**src/rtl/ram_block_arbiter_pkg.sv**
```systemverilog
// Shared types for the RAM block arbiter: RAM handshake states, the
// arbiter FSM encoding and block geometry constants.
package ram_block_arbiter_pkg;

    typedef logic [31:0] word_t;

    // RAM handshake state reported by the memory controller.
    typedef enum logic [1:0] {
        FREE   = 2'd0,
        BUSY   = 2'd1,
        ACCESS = 2'd2,
        ERROR  = 2'd3
    } ramstate_t;

    // Arbiter sequencing states.
    typedef enum logic [1:0] {
        IDLE  = 2'd0,
        XFER0 = 2'd1,
        XFER1 = 2'd2,
        DONE  = 2'd3
    } arb_state_t;

    localparam int unsigned BLK_BYTES = 8;
    localparam word_t       BLK_MASK  = 32'hFFFF_FFF8;
    localparam word_t       WORD_MASK = 32'hFFFF_FFFC;

    // Block-aligned base address of a byte address.
    function automatic word_t blk_base(input word_t a);
        return a & BLK_MASK;
    endfunction

    // Word-aligned address of a byte address.
    function automatic word_t word_align(input word_t a);
        return a & WORD_MASK;
    endfunction

endpackage

```
**src/rtl/ram_block_arbiter_rr_arbiter2.sv**
```systemverilog
// Two-way round-robin pick. Purely combinational; the last-grant pointer
// lives in the parent so the pick only advances when a grant is taken.
module rr_arbiter2 (
    input  logic [1:0] req,
    input  logic       last,
    output logic [1:0] win,
    output logic       valid
);

    // A lone requester wins; on a tie the one not granted last wins.
    always_comb begin
        win = '0;
        unique case (req)
            2'b01:   win = 2'b01;
            2'b10:   win = 2'b10;
            2'b11:   win = last ? 2'b01 : 2'b10;
            default: win = '0;
        endcase
        valid = |req;
    end

endmodule

```
**src/rtl/ram_block_arbiter.sv**
```systemverilog
// Shares the single RAM port between two block-transfer requesters.
// Each grant is sequenced as one or two word accesses, each waiting on the
// RAM ACCESS handshake, and closes with a one-cycle done (and err) pulse.
module ram_block_arbiter
    import ram_block_arbiter_pkg::*;
#(
    parameter int unsigned NREQ      = 2,
    parameter int unsigned BLK_WORDS = 2
) (
    input  logic                                 CLK,
    input  logic                                 nRST,
    input  logic [NREQ-1:0]                      req,
    input  logic [NREQ-1:0]                      wen,
    input  logic [NREQ-1:0]                      single,
    input  word_t [NREQ-1:0]                     addr,
    input  word_t [NREQ-1:0][BLK_WORDS-1:0]      wdata,
    output logic [NREQ-1:0]                      gnt,
    output logic [NREQ-1:0]                      done,
    output logic [NREQ-1:0]                      err,
    output word_t [NREQ-1:0][BLK_WORDS-1:0]      rdata,
    output logic                                 ramREN,
    output logic                                 ramWEN,
    output word_t                                ramaddr,
    output word_t                                ramstore,
    input  word_t                                ramload,
    input  ramstate_t                            ramstate
);

    localparam word_t WORD_STEP = word_t'(BLK_BYTES / BLK_WORDS);

    arb_state_t                         state_q, state_d;
    logic [NREQ-1:0]                    gnt_q, gnt_d;
    logic                               last_q, last_d;
    logic                               err_q, err_d;
    word_t [NREQ-1:0][BLK_WORDS-1:0]    rdata_q, rdata_d;

    logic [1:0]                         pick_win;
    logic                               pick_valid;

    // Granted requester's transfer descriptor.
    logic                               sel;
    word_t                              sel_addr;
    logic                               sel_wen;
    logic                               sel_single;
    logic                               in_xfer;
    logic                               word_idx;

    rr_arbiter2 u_rr (
        .req   (req),
        .last  (last_q),
        .win   (pick_win),
        .valid (pick_valid)
    );

    // Decode which requester owns the port and which word is in flight.
    always_comb begin
        sel        = gnt_q[1];
        sel_addr   = addr[sel];
        sel_wen    = wen[sel];
        sel_single = single[sel];
        in_xfer    = (state_q == XFER0) || (state_q == XFER1);
        word_idx   = (state_q == XFER1);
    end

    // Next-state, grant, pointer, error latch and read-capture logic.
    always_comb begin
        state_d = state_q;
        gnt_d   = gnt_q;
        last_d  = last_q;
        err_d   = err_q;
        rdata_d = rdata_q;
        unique case (state_q)
            IDLE: begin
                if (pick_valid) begin
                    gnt_d   = pick_win;
                    last_d  = pick_win[1];
                    err_d   = 1'b0;
                    state_d = XFER0;
                end
            end
            XFER0: begin
                if (ramstate == ACCESS) begin
                    if (!sel_wen) begin
                        rdata_d[sel][0] = ramload;
                    end
                    state_d = sel_single ? DONE : XFER1;
                end else if (ramstate == ERROR) begin
                    err_d   = 1'b1;
                    state_d = DONE;
                end
            end
            XFER1: begin
                if (ramstate == ACCESS) begin
                    if (!sel_wen) begin
                        rdata_d[sel][1] = ramload;
                    end
                    state_d = DONE;
                end else if (ramstate == ERROR) begin
                    err_d   = 1'b1;
                    state_d = DONE;
                end
            end
            DONE: begin
                gnt_d   = '0;
                state_d = IDLE;
            end
            default: state_d = IDLE;
        endcase
    end

    // State registers with asynchronous active-low reset.
    always_ff @(posedge CLK or negedge nRST) begin
        if (!nRST) begin
            state_q <= IDLE;
            gnt_q   <= '0;
            last_q  <= 1'b1;
            err_q   <= 1'b0;
            rdata_q <= '0;
        end else begin
            state_q <= state_d;
            gnt_q   <= gnt_d;
            last_q  <= last_d;
            err_q   <= err_d;
            rdata_q <= rdata_d;
        end
    end

    // RAM port drive: enables and address only while a word is in flight.
    always_comb begin
        ramREN   = in_xfer && !sel_wen;
        ramWEN   = in_xfer && sel_wen;
        ramaddr  = '0;
        ramstore = '0;
        if (state_q == XFER0) begin
            ramaddr = sel_single ? word_align(sel_addr) : blk_base(sel_addr);
        end else if (state_q == XFER1) begin
            ramaddr = blk_base(sel_addr) + WORD_STEP;
        end
        if (in_xfer && sel_wen) begin
            ramstore = wdata[sel][word_idx];
        end
    end

    // Requester-side outputs; done/err only pulse in the DONE cycle.
    always_comb begin
        gnt   = gnt_q;
        rdata = rdata_q;
        done  = (state_q == DONE) ? gnt_q : '0;
        err   = ((state_q == DONE) && err_q) ? gnt_q : '0;
    end

endmodule

```
**config.mk**
```make
export PLATFORM = sky130hd
export DESIGN_NAME = ram_block_arbiter
export DESIGN_NICKNAME = d
export VERILOG_FILES = /design/src/rtl/ram_block_arbiter_pkg.sv /design/src/rtl/ram_block_arbiter_rr_arbiter2.sv /design/src/rtl/ram_block_arbiter.sv
export SDC_FILE = /design/constraint.sdc
export NUM_CORES = 1
export LEC_CHECK = 0
export ABC_AREA = 1
export BUFFER_PORTS_ARGS = -buffer_cell sky130_fd_sc_hd__clkbuf_2
export CAP_MARGIN = 20
export CORE_AREA = 5 5 168 170
export CTS_CLUSTER_DIAMETER = 120
export DETAILED_ROUTE_END_ITERATION = 8
export DIE_AREA = 0 0 173 175
export SLEW_MARGIN = 20
export SYNTH_ARGS = -nofsm -noshare
export SYNTH_HDL_FRONTEND = slang
export SYNTH_SLANG_ARGS = --single-unit
```
**constraint.sdc**
```tcl
create_clock -name CLK -period 2.4 [get_ports CLK]
set_input_delay 0.12 -clock CLK [delete_from_list [all_inputs] [get_ports CLK]]
set_output_delay 0.12 -clock CLK [all_outputs]
set_load 0.03 [all_outputs]
```
==> metrics.md, run 1 <==
| Metric | Value |
|---|---|
| Status | `complete, no violations` |
| DRC Markers | `0` |
| Most used flip-flop cell after synthesis | `dfrtp_1` |
| CTS Buf Count | `17` |
| Clock buffer depth | `2` |
| Post-DP Area | `0.0103 sq mm` |
| Design Area, Final | `~0.011 sq mm` |
| Overflow after GRT | `0` |
| Critical path startpoint | `state_q[1]` |
| Die area | `about 0.030 sq mm` |
| Vias in the first global route | `9006` |
| Worst Skew | `8.24 ps` |
| FP Rows | `60` |
| Die height | `175 um` |
| Cells after Synth | `1160` |
| Total GRT Usage | `between 20% and 30%` |
| FMAX | `about 0.43 GHz` |
| Core ar. | `0.0266 sq mm` |
| Worst EP arrival | `2200 ps` |
| Fin crit share | `96.7%` |
| Placed insts | `1879` |
| CTS tree | `done` |
| Via density per instance | `around 4.8` |
| Worst hold start | `req[0]` |
| Relative slew slack | `54.6%` |
| Layout area overhead | `42.9%` |
| Initial antenna violation count | `7` |
| First-pass GRT wire length | `56.2 mm` |
| Post-synth EDFFs | `0` |
| Detailed-route via count | `9256` |
| Hold Vio Cnt, Final | `0` |
| Actual slew at the worst max-slew pin | `675 ps` |
| Final net count | `1806` |
| Yosys warning total | `0` |
| HP Class | `in2reg` |
| CP Data Required Time | `2280 ps` |
| Root Driver | `clkbuf_16` |
| Startpoint types | `register` |
| Setup violators final | `0` |
| Critical path class | `reg2out` |
| Min setup slack post-route | `78.5 ps` |
| Period minus WS final | `2320 ps` |
| Max-slew violation count | `0` |
| Initial Utilization | `between 20% and 30%` |
| Final GP Congestion | `1.01` |
| Share of layout cells above drive strength 1 | `33.1%` |
| Post-placement worst setup slack | `approximately 280 ps` |
| I/O pin count | `434` |
| Register area share after synthesis | `43.2%` |
| Synthesized area per cell | `~6.7 sq um` |
| Commonest cells after routing, fill and taps aside | `nand2_1 (434), clkbuf_2 (417), nor2_1 (195), dfrtp_1 (131), nor3_1 (93)` |
| Port Buf Inserts | `~430` |
| Number of library cell types mapped by synthesis | `27` |
| Horiz. Die Dim | `about 170 um` |
| Static Leakage | `~6.5 nW` |
| Synthesized flop and latch total | `134` |
| Worst-path clk slew | `~60 ps` |
| Final WL | `37.4 mm` |
| Wirelength per Cell | `19.5 um` |
| VDD IR-drop max | `0.000516 V` |
| Largest net degree at the start of global routing | `between 100 and 150` |
| Most common cell after layout, fill and taps aside | `nand2_1` |
| CTS H-tree lvls | `4` |
| DP HPWL | `~28 mm` |
| DR pass1 iterations | `5` |
| Number of DRC markers in iteration 0 | `a little under 700` |
| Crit. End Element | `output pin` |
| Maxcap violations | `0` |
| Post-route insts no fill | `~1.9k` |
| RSZ-0062 raised after global routing | `true` |
| Remaining antenna violation count | `0` |
| Power Density | `1290 mW/mm^2` |
| CP Max Fanout | `18` |
| Worst R2R Start | `state_q[0]` |
| Netlist Area Pre-Place | `~0.0078 sq mm` |
| CTS Sinks | `between 100 and 150` |
| Clk_lat worst skew | `410 ps` |
| Ys async rst share | `100%` |
[logic make-up after synthesis]
family | share of synthesized area, %
adders and majority gates | 1.29
other | 0.0483
and+or+nand+nor | 41.8
DFF | 43.2
buffers and inverters | 7.87
AOI/OAI and AO/OA | 5.76
[critical path, stage by stage (launching register included)]
cell and delay [ps]:
dfrtp_2 480, inv_1 160, ha_2 230, nor2_2 60, buf_4 200, buf_4 210
nor3_1 240, buf_4 210
[Yosys cell counts, types with 4 or more instances]
library cell | n | share of area (%)
nand4_1 | 4 | 0.32
nor3_1 | 94 | 6.1
ha_1 | 8 | 1.3
inv_1 | 48 | 2.3
a31oi_1 | 32 | 2.6
o21ai_0 | 38 | 2.5
dfrtp_1 | 133 | 43
nand3_1 | 68 | 4.4
clkbuf_1 | 43 | 2.1
nor2_2 | 4 | 0.32
nand2_1 | 435 | 21
buf_2 | 27 | 1.7
buf_4 | 15 | 1.5
nor2_1 | 196 | 9.5
[metrics by stage]
step	util (%)	TNS (ps)	power, mW	hold WS [ps]
global route	41.7	-22.3	15.1	47.0
detailed placement	38.8	0	11.3	185
finish	41.7	0	14.3	36.4
CTS	41.5	0	14.3	18.4
floorplan	-	0	8.47	-176
global placement	38.8	0	11.3	182
[state kept, by name (all words and copies together), names as in the netlist]
signal   count
rdata      128
state_q      2
gnt          2
err_q        1
last_q       1
[metal layers]
metal,vias up,wire length (um),global-route usage [%]
li1,4479,-,-
met1,4352,17200,33.3
met2,388,16800,36.1
met3,33,2930,7.14
met4,4,545,5.59
met5,-,19,1.44
[cell type report]
type / instances / area (sq um)
diodes: 4 / 10.0
multi-input cells: 889 / 3860
flip-flops and latches: 134 / 3360
repair buffers: 471 / 2600
clock buffers: 19 / 443
clock inverters: 13 / 194
inverters: 51 / 196
fillers: 2867 / 15500
well taps: 341 / 427
[worst paths after layout]
kind,end,slack (ps),depth (start not counted)
max in group asynchronous,rdata[26],1330,3
worst min register to register,rdata[110],480,2
worst max-delay path,ramaddr[15],80,7
min in group asynchronous,rdata[38],290,2
worst max register to register,rdata[32],350,8
worst min-delay path,last_q,40,4
[where the power goes]
part | switching [mW] | internal, mW
Combinational | 5.92 | 2.27
Sequential | 0.388 | 2.85
Clock | 1.06 | 1.79
Total | 7.37 | 6.90
[what timing repair did]
| item | 4_1_cts | 5_1_grt |
|---|---|---|
| buffers inserted | 1 | 4 |
| hold endpoints to repair | 67 | 0 |
| pin swaps | 0 | 2 |
| cloned | 0 | 0 |
| setup endpoints to repair | 35 | 33 |
| gates resized for setup | 10 | 15 |
| hold buffers | 2 | 0 |
(Power assumes the default switching activity.)
==> inputs of run 2 (changes only) <==
--- a/config.mk
+++ b/config.mk
@@ -5,13 +5,12 @@
 export SDC_FILE = /design/constraint.sdc
 export NUM_CORES = 1
 export LEC_CHECK = 0
-export ABC_AREA = 1
 export BUFFER_PORTS_ARGS = -buffer_cell sky130_fd_sc_hd__clkbuf_2
 export CAP_MARGIN = 20
-export CORE_AREA = 5 5 168 170
+export CORE_AREA = 5 5 165 167
 export CTS_CLUSTER_DIAMETER = 120
 export DETAILED_ROUTE_END_ITERATION = 8
-export DIE_AREA = 0 0 173 175
+export DIE_AREA = 0 0 170 172
 export SLEW_MARGIN = 20
 export SYNTH_ARGS = -nofsm -noshare
 export SYNTH_HDL_FRONTEND = slang
==> run 2 against run 1 <==
Clock-buffer cell count shrank 1. Highest routed layer unchanged. Critical path type unchanged. Via count decreased by 31%. Final cell count decreased by 31%. Combinational power fell by 5.9%. Synthesized area shrank 8.7%. Flip-flop and latch count stayed put. Wire length shrank 29%. Largest cell class unchanged. Critical path depth down 3.
==> metrics.md, run 2 <==
| Metric | Value |
|---|---|
| Status | `complete, no violations` |
| Clock buffer depth | `2` |
| Placed insts | `1259` |
| Critical path class | `reg2out` |
| R2R cell count | `5` |
| Ys async rst share | `100%` |
| Cells after Synth | `521` |
| FP Rows | `about 60` |
| Final WL | `26.6 mm` |
| Post-DP Area | `0.00966 sq mm` |
| Hold slack | `between 60 and 70 ps` |
| Design Area, Final | `around 0.011 sq mm` |
| DP HPWL | `slightly below 20 mm` |
| CTS tree | `done` |
| Share of layout cells above drive strength 1 | `between 50% and 60%` |
| Wirelength per Cell | `around 20 um` |
| Max-slew violation count | `0` |
| Most used flip-flop cell after synthesis | `dfrtp_1` |
| Sequential Area | `0.00336 sq mm` |
| Overflow after GRT | `0` |
| Commonest cells after routing, fill and taps aside | `clkbuf_2 (426), dfrtp_1 (132), a22o_1 (64), mux2_4 (60), dlygate4sd3_1 (35)` |
| Largest net degree at the start of global routing | `65` |
| Layout area overhead | `51.2%` |
| Largest register FFs | `128` |
| Initial Utilization | `27.7%` |
| Post-synth EDFFs | `0` |
| Synthesized area per cell | `13.6 sq um` |
| Sw Pwr | `6.22 mW` |
| Via density per instance | `between 4 and 5` |
| Total GRT Usage | `between 10% and 20%` |
| Power Density | `1270 mW/mm^2` |
| Tot Pwr | `13.7 mW` |
| CP Data Required Time | `2280 ps` |
| R2R Setup Slk | `roughly 150 ps` |
| Remaining antenna violation count | `0` |
| Multi-input gate area | `0.00354 sq mm` |
| CTS H-tree lvls | `4` |
| Min setup slack post-route | `129 ps` |
| CP Max Fanout | `17` |
| Detailed-route via count | `approximately 6.4k` |
| Final GP Congestion | `around 1.0` |
| Worst EP arrival | `2150 ps` |
| Ant diodes | `0` |
| Period minus WS final | `2270 ps` |
| Relative slew slack | `58.4%` |
| First-pass GRT wire length | `just under 40 mm` |
| Count leader, synth | `dfrtp_1` |
| Crit. End Element | `output pin` |
| Die height | `172 um` |
| Initial antenna violation count | `1` |
| Static Leakage | `5.60 nW` |
| Netlist Area Pre-Place | `about 0.007 sq mm` |
| Area leader, netlist | `dfrtp_1` |
| Core ar. | `0.0256 sq mm` |
| Synthesized flop and latch total | `~130` |
| Clock network power share | `~18%` |
| Final core occ | `41.8%` |
| Vias in the first global route | `6738` |
| Worst R2R Start | `state_q[1]` |
| Fin crit share | `94.6%` |
| Die area | `0.0292 sq mm` |
| RSZ-0062 raised after global routing | `false` |
| Setup violators final | `0` |
| Most common cell after layout, fill and taps aside | `clkbuf_2` |
| Reg power frac | `between 20% and 30%` |
| Combinational power share | `56.5%` |
| VDD IR-drop max | `0.000708 V` |
| Worst Skew | `8.37 ps` |
| Clk_lat worst skew | `410 ps` |
| Fill count | `2443` |
| Share of the synthesized area in the top cell type | `47.0%` |
| HP Class | `in2reg` |
| Startpoint types | `register` |
| CTS Sinks | `between 100 and 150` |
| Actual slew at the worst max-slew pin | `624 ps` |
| Worst hold start | `req[1]` |
| I/O pin count | `~430` |
| Number of library cell types mapped by synthesis | `40` |
| WHS Path Cells | `2` |
| Hold Vio Cnt, Final | `0` |
| Register area share after synthesis | `47.3%` |
| Setup repair bufs after CTS | `0` |
| R2R Path End | `rdata[30]` |
| Horiz. Die Dim | `170 um` |
| Number of DRC markers in iteration 0 | `between 400 and 500` |
| Yosys warning total | `0` |
| Root Driver | `clkbuf_16` |
| Port Buf Inserts | `~430` |
| FMAX | `0.440 GHz` |
| CTS Buf Count | `17` |
| Power Internal | `7.44 mW` |
| Top cells by count, synth | `dfrtp_1 (133), a22o_1 (64), mux2_4 (60)` |
| Maxcap violations | `0` |
| Worst-path clk slew | `60 ps` |
| Setup TNS | `0 ps` |
| Post-route insts no fill | `1329` |
| DR pass1 iterations | `4` |
| Endpoint of the worst hold path | `gnt[1]` |
| DRC Markers | `0` |
| Net Sw Frac | `45.6%` |
| Synth area leaders | `dfrtp_1 (47%), mux2_4 (13%), mux4_2 (10%)` |
| Final net count | `1223` |
| Post-placement worst setup slack | `116 ps` |
## run 2: cell types whose count changed after synthesis, sizes merged, moves of 25 or more
cell   previous run  this run
mux4              0        32
a22o              1        64
buf              44        19
nand2           435         3
inv              51         5
nor2            200        33
a31oi            32         2
mux2              0        66
nand3            69         1
nor2b             0        34
mux2i             0        29
and3              0        34
o21ai            40         3
nor3             94         3
## run 2: critical path: stages (launching register included)
cell and delay (ps):
dfrtp_4 540, buf_16 210, mux4_2 520, and3_1 250, clkbuf_2 200
## run 2: area by class of cell
| type | instances | area share, % |
|---|---|---|
| Multi-Input combinational cell | 338 | 33.0 |
| Sequential cell | 134 | 31.3 |
| Timing Repair Buffer | 485 | 26.4 |
| Clock buffer | 18 | 4.10 |
| Tap cell | 335 | 3.91 |
| Clock inverter | 14 | 1.07 |
| Inverter | 5 | 0.175 |
## run 2: what timing repair did
item,in CTS,in global routing
hold endpoints to repair,127,0
hold buffers,35,0
resized for setup,6,7
endpoints found under the setup margin,34,32
cloned,2,1
## run 2: worst max path at each step
stage                    start      endpoint  depth (start not counted)
finish                  gnt[1]  ramstore[19]                          4
CTS                 state_q[0]   ramstore[3]                          6
detailed placement  state_q[0]     rdata[30]                          6
global placement    state_q[0]     rdata[30]                          6
global route        state_q[1]     rdata[30]                          5
floorplan               gnt[1]    ramaddr[2]                          5
## run 2: layer usage
layer  routed length [um]  part of all wire, %  vias up  track usage, %
met3                 1750                  6.6       29            3.59
met1                12000                   45     3237            24.7
met4                  350                  1.3        2            3.85
met5                   13                0.049        -               0
li1                     -                    -     2863               -
met2                12500                   47      289            27.9
## run 2: power groups by stage
stage	combinational (mW)	sequential, mW	clock, mW
final	7.71	3.49	2.46
after floorplan	3.96	4.77	0
after global placement	7.41	3.49	0
after CTS	7.68	3.48	2.54
after global routing	8.16	3.58	2.64
after detailed placement	7.47	3.49	0
## run 2: kinds of logic after synthesis
logic type / count (synthesis) / share of synthesized area [%]
DFF: 134 / 47.3
muxes: 127 / 27.9
and+or+nand+nor: 120 / 9.45
AOI/OAI and AO/OA: 81 / 10.2
buffers and inverters: 50 / 3.66
adders and majority gates: 8 / 1.41
other: 1 / 0.0529
